--- src/rtl/fft_stage_sequencer_if.sv ---
// Control interface for the radix-2 FFT stage sequencer.
// The master side issues start_fft and returns the loader / address generator /
// output reader completion pulses; the slave side is the sequencer itself.
interface fft_stage_sequencer_if #(
   parameter int SIZE = 4
);
   logic            start_fft;
   logic            load_done;
   logic            stage_done;
   logic            out_done;
   logic            start_load;
   logic            start_stage;
   logic [SIZE-1:0] stage_num;
   logic            bank_sel;
   logic            start_output;
   logic            busy;
   logic            fft_done;
   logic            seq_err;

   modport master (
      output start_fft, load_done, stage_done, out_done,
      input  start_load, start_stage, stage_num, bank_sel,
             start_output, busy, fft_done, seq_err
   );

   modport slave (
      input  start_fft, load_done, stage_done, out_done,
      output start_load, start_stage, stage_num, bank_sel,
             start_output, busy, fft_done, seq_err
   );
endinterface

--- src/rtl/fft_stage_sequencer.sv ---
// Top-level sequencer for the in-place radix-2 FFT engine.
// One transform per accepted start_fft: bit-reversed load, SIZE butterfly stages
// (each followed by a pipeline-drain gap), then the output phase. Only control
// pulses, the stage index and the ping-pong bank select are produced here.
module fft_stage_sequencer #(
   parameter int N          = 16,
   parameter int SIZE       = 4,
   parameter int GAP_CYCLES = 2
) (
   input  logic                  clk,
   input  logic                  rst_n,
   fft_stage_sequencer_if.slave  bus
);

   typedef enum logic [2:0] {
      IDLE,
      LOAD,
      STAGE_START,
      STAGE_RUN,
      GAP,
      OUTPUT,
      DONE
   } state_t;

   localparam logic [SIZE-1:0] LAST_STAGE = SIZE[SIZE-1:0];
   localparam logic [SIZE-1:0] FIRST_STAGE = 1;
   localparam logic [3:0]      GAP_LAST = 4'((GAP_CYCLES > 0) ? GAP_CYCLES - 1 : 0);

   // Reject parameter sets where the stage count does not match the transform length
   // or the drain gap does not fit the 4-bit gap counter.
   if ((N != (1 << SIZE)) || (SIZE < 2) || (GAP_CYCLES < 0) || (GAP_CYCLES > 15)) begin : g_param_check
      $error("fft_stage_sequencer: illegal N/SIZE/GAP_CYCLES combination");
   end

   state_t          state;
   logic [3:0]      gap_cnt;
   logic            start_load_r;
   logic            start_stage_r;
   logic [SIZE-1:0] stage_num_r;
   logic            bank_sel_r;
   logic            start_output_r;
   logic            busy_r;
   logic            fft_done_r;
   logic            seq_err_r;

   logic accept_start;
   logic stage_wait;
   logic stray;
   logic advance;

   // A stage_done arriving in the start_stage cycle is as good as one in STAGE_RUN.
   assign accept_start = (state == IDLE) && bus.start_fft;
   assign stage_wait   = (state == STAGE_START) || (state == STAGE_RUN);

   // Any completion pulse that does not belong to the current wait state is a protocol error.
   assign stray = (bus.load_done  && (state != LOAD))
               || (bus.stage_done && !stage_wait)
               || (bus.out_done   && (state != OUTPUT));

   // Move on to the next stage (or the output phase) once the drain gap has elapsed;
   // with no gap this happens straight off the accepted stage_done.
   assign advance = (stage_wait && bus.stage_done && (GAP_CYCLES == 0))
                 || ((state == GAP) && (gap_cnt == 4'd0));

   // Main sequencing FSM; every output is a register updated here.
   always_ff @(posedge clk or negedge rst_n) begin
      if (!rst_n) begin
         state          <= IDLE;
         gap_cnt        <= 4'd0;
         start_load_r   <= 1'b0;
         start_stage_r  <= 1'b0;
         stage_num_r    <= '0;
         bank_sel_r     <= 1'b0;
         start_output_r <= 1'b0;
         busy_r         <= 1'b0;
         fft_done_r     <= 1'b0;
         seq_err_r      <= 1'b0;
      end else begin
         start_load_r   <= 1'b0;
         start_stage_r  <= 1'b0;
         start_output_r <= 1'b0;
         fft_done_r     <= 1'b0;
         seq_err_r      <= (seq_err_r && !accept_start) || stray;

         case (state)
            IDLE: begin
               if (bus.start_fft) begin
                  state        <= LOAD;
                  start_load_r <= 1'b1;
                  busy_r       <= 1'b1;
                  bank_sel_r   <= 1'b0;
               end
            end
            LOAD: begin
               if (bus.load_done) begin
                  state         <= STAGE_START;
                  start_stage_r <= 1'b1;
                  stage_num_r   <= FIRST_STAGE;
               end
            end
            STAGE_START, STAGE_RUN: begin
               if (state == STAGE_START) begin
                  state <= STAGE_RUN;
               end
               if (bus.stage_done) begin
                  bank_sel_r <= ~bank_sel_r;
                  state      <= GAP;
                  gap_cnt    <= GAP_LAST;
               end
            end
            GAP: begin
               if (gap_cnt != 4'd0) begin
                  gap_cnt <= gap_cnt - 4'd1;
               end
            end
            OUTPUT: begin
               if (bus.out_done) begin
                  state      <= DONE;
                  fft_done_r <= 1'b1;
               end
            end
            DONE: begin
               state  <= IDLE;
               busy_r <= 1'b0;
            end
            default: begin
               state <= IDLE;
            end
         endcase

         if (advance) begin
            if (stage_num_r != LAST_STAGE) begin
               stage_num_r   <= stage_num_r + FIRST_STAGE;
               start_stage_r <= 1'b1;
               state         <= STAGE_START;
            end else begin
               stage_num_r    <= '0;
               start_output_r <= 1'b1;
               state          <= OUTPUT;
            end
         end
      end
   end

   assign bus.start_load   = start_load_r;
   assign bus.start_stage  = start_stage_r;
   assign bus.stage_num    = stage_num_r;
   assign bus.bank_sel     = bank_sel_r;
   assign bus.start_output = start_output_r;
   assign bus.busy         = busy_r;
   assign bus.fft_done     = fft_done_r;
   assign bus.seq_err      = seq_err_r;

endmodule

--- src/flat_wrapper.sv ---
// flat-port wrapper written by rule: the top's interface ports become plain ports
module fft_stage_sequencer_flat 
#(
   parameter int N          = 16,
   parameter int SIZE       = 4,
   parameter int GAP_CYCLES = 2
)
  (clk, rst_n, bus_start_fft, bus_load_done, bus_stage_done, bus_out_done, bus_start_load, bus_start_stage, bus_stage_num, bus_bank_sel, bus_start_output, bus_busy, bus_fft_done, bus_seq_err);
  fft_stage_sequencer_if #(.SIZE(SIZE)) bus_i ();
  input  logic clk;
  input  logic rst_n;
  input wire logic [$bits(bus_i.start_fft)-1:0] bus_start_fft;
  input wire logic [$bits(bus_i.load_done)-1:0] bus_load_done;
  input wire logic [$bits(bus_i.stage_done)-1:0] bus_stage_done;
  input wire logic [$bits(bus_i.out_done)-1:0] bus_out_done;
  output wire logic [$bits(bus_i.start_load)-1:0] bus_start_load;
  output wire logic [$bits(bus_i.start_stage)-1:0] bus_start_stage;
  output wire logic [$bits(bus_i.stage_num)-1:0] bus_stage_num;
  output wire logic [$bits(bus_i.bank_sel)-1:0] bus_bank_sel;
  output wire logic [$bits(bus_i.start_output)-1:0] bus_start_output;
  output wire logic [$bits(bus_i.busy)-1:0] bus_busy;
  output wire logic [$bits(bus_i.fft_done)-1:0] bus_fft_done;
  output wire logic [$bits(bus_i.seq_err)-1:0] bus_seq_err;
  assign bus_i.start_fft = bus_start_fft;
  assign bus_i.load_done = bus_load_done;
  assign bus_i.stage_done = bus_stage_done;
  assign bus_i.out_done = bus_out_done;
  assign bus_start_load = bus_i.start_load;
  assign bus_start_stage = bus_i.start_stage;
  assign bus_stage_num = bus_i.stage_num;
  assign bus_bank_sel = bus_i.bank_sel;
  assign bus_start_output = bus_i.start_output;
  assign bus_busy = bus_i.busy;
  assign bus_fft_done = bus_i.fft_done;
  assign bus_seq_err = bus_i.seq_err;
  fft_stage_sequencer #(.N(N), .SIZE(SIZE), .GAP_CYCLES(GAP_CYCLES)) u_core (.clk(clk), .rst_n(rst_n), .bus(bus_i));
endmodule
--- config.mk ---
export PLATFORM = sky130hd
export DESIGN_NAME = fft_stage_sequencer_flat
export DESIGN_NICKNAME = d
export VERILOG_FILES = /design/src/rtl/fft_stage_sequencer_if.sv /design/src/rtl/fft_stage_sequencer.sv /design/src/flat_wrapper.sv
export SDC_FILE = /design/constraint.sdc
export NUM_CORES = 1
export LEC_CHECK = 0
export ABC_AREA = 1
export ABC_CLOCK_PERIOD_IN_PS = 3100
export CORE_UTILIZATION = 43
export CTS_BUF_LIST = sky130_fd_sc_hd__clkbuf_4 sky130_fd_sc_hd__clkbuf_8
export CTS_CLUSTER_SIZE = 10
export DETAILED_ROUTE_END_ITERATION = 10
export GPL_TIMING_DRIVEN = 0
export PLACE_DENSITY_LB_ADDON = 0.08
export SLEW_MARGIN = 25
export SYNTH_ARGS = -nofsm -noshare
export SYNTH_HDL_FRONTEND = slang
export SYNTH_SLANG_ARGS = --single-unit
--- constraint.sdc ---
create_clock -name clk -period 3.1 [get_ports clk]
set_input_delay 0.93 -clock clk [delete_from_list [all_inputs] [get_ports clk]]
set_output_delay 0.93 -clock clk [all_outputs]
set_load 0.03 [all_outputs]
# After elaboration in Yosys (flattened, before gate mapping)
# Cells that the tools add are included.
dict set report totals {
  reg_bits 18
  inputBits 6
  output_inout_bits 11
  word_cells 86
}
dict set report classes {
  addsub 2
  eq_ne 17
  n_mux 30
  n_bitwise 1
  n_reduce_logical 26
}
# operator count
set ops {}
lappend ops {{4-bit 2-to-1 mux} 6}
lappend ops {{3-bit 2-to-1 mux} 7}
lappend ops {{3-bit one-hot mux with 5 select lines} 1}
lappend ops {{1-bit 2-to-1 mux} 13}
lappend ops {{2-bit nonzero test} 5}
lappend ops {{3-bit == test (second input constant)} 3}
lappend ops {{3-bit by 2-bit inequality test with 1-bit output (second input constant)} 3}
lappend ops {{4-bit one-hot mux with 2 select lines} 1}
lappend ops {{3-bit by 2-bit == test with 1-bit output (second input constant)} 2}
lappend ops {{1-bit logical AND} 6}
lappend ops {{2-bit inequality test (second input constant)} 3}
lappend ops {{3-bit AND reduction} 2}
lappend ops {{5-bit AND reduction} 1}
lappend ops {{4-bit by 1-bit adder with 4-bit output (second input constant)} 1}
lappend ops {{4-bit zero test} 1}
lappend ops {{1-bit logical OR} 4}
lappend ops {{4-bit by 2-bit inequality test with 1-bit output (second input constant)} 1}
lappend ops {{4-bit by 3-bit inequality test with 1-bit output (second input constant)} 1}
lappend ops {{1-bit one-hot mux with 2 select lines} 2}
lappend ops {{2-bit AND reduction} 2}
lappend ops {{4-bit nonzero test} 1}
lappend ops {{4-bit by 1-bit subtractor with 4-bit output (second input constant)} 1}
lappend ops {{3-bit by 1-bit == test with 1-bit output (second input constant)} 1}
lappend ops {{3-bit zero test} 1}
lappend ops {{other kinds (6)} 7}

# Depth between registers and ports, before layout
# Gate-level depths: netlist of run 1.
dict set report logic_depth {
  depth_word 7
  mapped_depth 9
  depth_no_buf 9
}

# Worst setup path before layout of run 1
# No wires, ideal clock.
dict set report synth_timing {
  path_kind {input -> register}
  startpoint {input bus_start_fft}
  endpoint {register u_core.state[0]}
  setup_ns 0.117
  t_arrival_ns 1.392
  t_required_ns 2.983
  slack_ns 1.591
  cell_stages 6
  path_buffers 0
  cell_sequence {inv_1 > o21ai_1 > nor2_1 > nor2_4 > nand3_1 > nand2_1}
}
dict set report synth_via {
  elab_chain_len 2
}
# item line
set synth_lines {}
lappend synth_lines {{start: declaration} flat_wrapper.sv:12} ;# input wire logic [$bits(bus_i.start_fft)-1:0] bus_start_fft;
lappend synth_lines {{3-bit by 2-bit inequality test with 1-bit output (no line)} --}
lappend synth_lines {{5-bit AND reduction (no line)} --}
lappend synth_lines {{end signal: assignment} fft_stage_sequencer.sv:68} ;# state <= IDLE;
lappend synth_lines {{end signal: assignment} fft_stage_sequencer.sv:88} ;# state <= LOAD;
lappend synth_lines {{end signal: assignment} fft_stage_sequencer.sv:96} ;# state <= STAGE_START;
lappend synth_lines {{end: declaration} fft_stage_sequencer.sv:35} ;# state_t state;
# Every way passes these cells.
# A chain may end at the register's enable or synchronous reset.

# Final worst setup path of run 1
dict set report layout_timing {
  startpoint {register u_core.stage_num_r[2] (netlist: u_core.bus.stage_num[2])}
  endpoint {output bus_stage_num[2]}
}
# item line
set layout_lines {}
lappend layout_lines {{start: declaration} fft_stage_sequencer.sv:39} ;# logic [SIZE-1:0] stage_num_r;
lappend layout_lines {{start signal: assignment} fft_stage_sequencer.sv:133} ;# stage_num_r <= stage_num_r + FIRST_STAGE;
lappend layout_lines {{end: declaration} flat_wrapper.sv:18} ;# output wire logic [$bits(bus_i.stage_num)-1:0] bus_stage_num;
# No word-level cell between the ends.

==> impl_metrics.yaml, run 1 <==
final_layout:
  area_growth_pct: 22.2
  final_util: 0.565
  multi_input_area_um2: 489
  num-nets-final: 163
  regArea_um2: 450
  fillers: 232
  final_common_cell: "nand2_1"
  antenna_cells: 0
  final_area_um2: 1270
  layout-drive-gt1-share: 0.164
  mostFrequentLayoutCells: "nand2_1, inv_1, dfrtp_1"
clock_network:
  ctsResizeCount: 0
  numCtsBuffers: 3
  worstSkewPairLatency_ns: 0.29
  clk_transition_reported_paths_ns: 0.10
  cts_hold_buf: 0
  clock_sinks: 18
  cts_root_buf: "clkbuf_4"
  cts_tree: "built"
  cts.path.max_buffers: 2
  h-tree-depth: 1
  cts_setup_buffers: 0
power_and_ir_drop:
  p_leak_nw: 0.664
  fin_total_pwr_mw: 1.08
  max-vdd-ir-drop_uv: 546
  powerDensity_nw_per_um2: 846
flow_run:
  maxCapViolCount: 0
floorplan:
  dieArea_um2: 2630
  die_w_um: 51.3
  start_util: 0.463
  rows: 17
  io_pins: 17
  core_um2: 2250
  die_h_um: 51.3
setup_path:
  path_cells: "clkdlybuf4s50_1"
  regToRegStartpoint: "u_core.gap_cnt[0]"
  cpPeakStageDelay_ns: 0.70
  crit_path_end_kind: "output pin"
  r2r_end: "u_core.state[1]"
  cp.depth: 1
  r2r_slack_ns: 1.73
  cp.arrival_ns: 1.42
  cp.required_ns: 2.17
  startpoint: "u_core.bus.stage_num[2]"
  crit_path_top_delay_cell: "clkdlybuf4s50_1"
  reg2reg_depth: 8
  crit_buf_inv: 1
  start_kind: "register"
  path_class: "reg2out"
  crit_end: "bus_stage_num[2]"
  critPathTopFamily: "buffers and inverters"
  worstPathMaxFanout: 5
detailed_routing:
  first_pass_iters: 4
  remaining_drc_errors: 0
  viasPerCell: 4.62
  wl_per_cell_um: 10.0
  antenna_left: 0
  wirelength_um: 1800
  num_vias: 832
  drt-initial-drc-count: 14
synth:
  synth_nets: 142
  yosysSeqAreaShare: 0.432
  synth_area_leaders: "dfrtp_1, nand2_1, inv_1"
  synth-seq-cells: 18
  yosys_warnings: 0
  yosysUniqueCellTypes: 24
  syn_area_per_cell_um2: 7.91
  yosysTopAreaCell: "dfrtp_1"
  syn_inst: 132
  synth_top_area_share: 0.432
  syn-cell-area_um2: 1040
timing:
  final-hold-violation-count: 0
  period_minus_slack_ns: 2.35
  fmax_mhz: 425
  whs_ns: 0.486
  fin_skew_ns: 0.00256
  maxSlewViolCount: 0
  period_share: 0.758
  max-slew-margin-rel: 0.472
  rsz0062_at_grt: "false"
  tns_ns: 0
  tightest_slew_ns: 0.789
  setup_violations: 0
placement:
  place_hpwl_um: 1430
  place_area_um2: 1240
  portBuffers: 16
  routabilityCongestion: 0.801
global_routing:
  antenna_found_initial: 0
  grt_util_all_layers: 0.163
  grt_max_degree: 19
  grt_pass1_vias: 766
  grt_pass1_wl_um: 3170
  overflow: 0
status:
  status: "complete, no violations"
worst_hold_path:
  hold_class: "reg2reg"
how the worst min path moves through the flow:
stage / slack (ns) / cells after the start / start / end
after floorplan: 0.45 / 1 / u_core.gap_cnt[0] / u_core.gap_cnt[0]
after global placement: 0.46 / 2 / u_core.bus.seq_err / u_core.bus.seq_err
after detailed placement: 0.47 / 2 / u_core.bus.seq_err / u_core.bus.seq_err
after CTS: 0.49 / 1 / u_core.gap_cnt[0] / u_core.gap_cnt[0]
after global routing: 0.51 / 1 / u_core.gap_cnt[0] / u_core.gap_cnt[0]
final: 0.49 / 1 / u_core.gap_cnt[0] / u_core.gap_cnt[0]
layer usage:
layer	GRT usage	up-vias	wire, um
li1	-	449	-
met1	0.221	362	912
met2	0.243	17	774
met3	0.0625	4	93
met4	0.0405	0	20
met5	0	-	0
cell usage after synthesis, drive strengths merged:
library cell and number:
xor2 3, and3 1, o22ai 3, a21oi 3
clkinv 3, inv 24, nor3 1, ha 4
nand3 14, dfrtp 18, nor2 11, xnor2 1
o21ai 7, nand3b 1, nand2 38
state kept, by name, summed over array words and instances, names as in the netlist:
signal and cells:
u_core.bus.start_stage 1, u_core.state 3, u_core.gap_cnt 4, u_core.bus.busy 1, u_core.bus.fft_done 1, u_core.bus.bank_sel 1, u_core.bus.start_output 1, u_core.bus.stage_num 4
u_core.bus.start_load 1, u_core.bus.seq_err 1
cell type report:
class,instances,share of cell area
Inverter,27,0.0815
Multi-Input combinational cell,87,0.384
Timing Repair Buffer,16,0.126
Clock buffer,4,0.0285
Tap cell,28,0.0275
Sequential cell,18,0.353
logic make-up after synthesis:
logic type,Yosys count,share of synthesized area
xor+xnor,4,0.0336
simple gates,66,0.312
flops,18,0.432
fa+ha+maj,4,0.0480
buf+inv,27,0.0995
compound gates,13,0.0755
where the power goes:
part           internal [mW]  total [mW]  switching [mW]
Combinational          0.219       0.574           0.355
Sequential             0.303       0.362          0.0587
Clock                 0.0716       0.143          0.0710
Total                  0.593        1.08           0.485
per-stage QoR:
step	std cells	worst slack, ns
after detailed placement	176	1.05
after CTS	180	0.740
after global routing	180	0.704
after floorplan	132	1.59
final	180	0.749
after global placement	176	1.07
No activity file was read; power rests on OpenSTA's default activity.
==> run 2: changes to the inputs <==
--- a/config.mk
+++ b/config.mk
@@ -6,7 +6,7 @@
 export NUM_CORES = 1
 export LEC_CHECK = 0
 export ABC_AREA = 1
-export ABC_CLOCK_PERIOD_IN_PS = 3100
+export ABC_CLOCK_PERIOD_IN_PS = 2150
 export CORE_UTILIZATION = 43
 export CTS_BUF_LIST = sky130_fd_sc_hd__clkbuf_4 sky130_fd_sc_hd__clkbuf_8
 export CTS_CLUSTER_SIZE = 10
==> constraint.sdc (replaced) <==
create_clock -name clk -period 2.15 [get_ports clk]
set_input_delay 0.645 -clock clk [delete_from_list [all_inputs] [get_ports clk]]
set_output_delay 0.645 -clock clk [all_outputs]
set_load 0.03 [all_outputs]
==> results of run 2 <==
The final DEF is identical to that of run 1. Status: complete, no violations.
Main changes from that run: setup slack after placement 1.05 ns -> 0.388 ns; setup slack after layout 0.749 ns -> 0.0838 ns; register-to-register setup slack 1.73 ns -> 0.78 ns; total power 1.08 mW -> 1.55 mW; worst IR drop on VDD 546 uV -> 787 uV
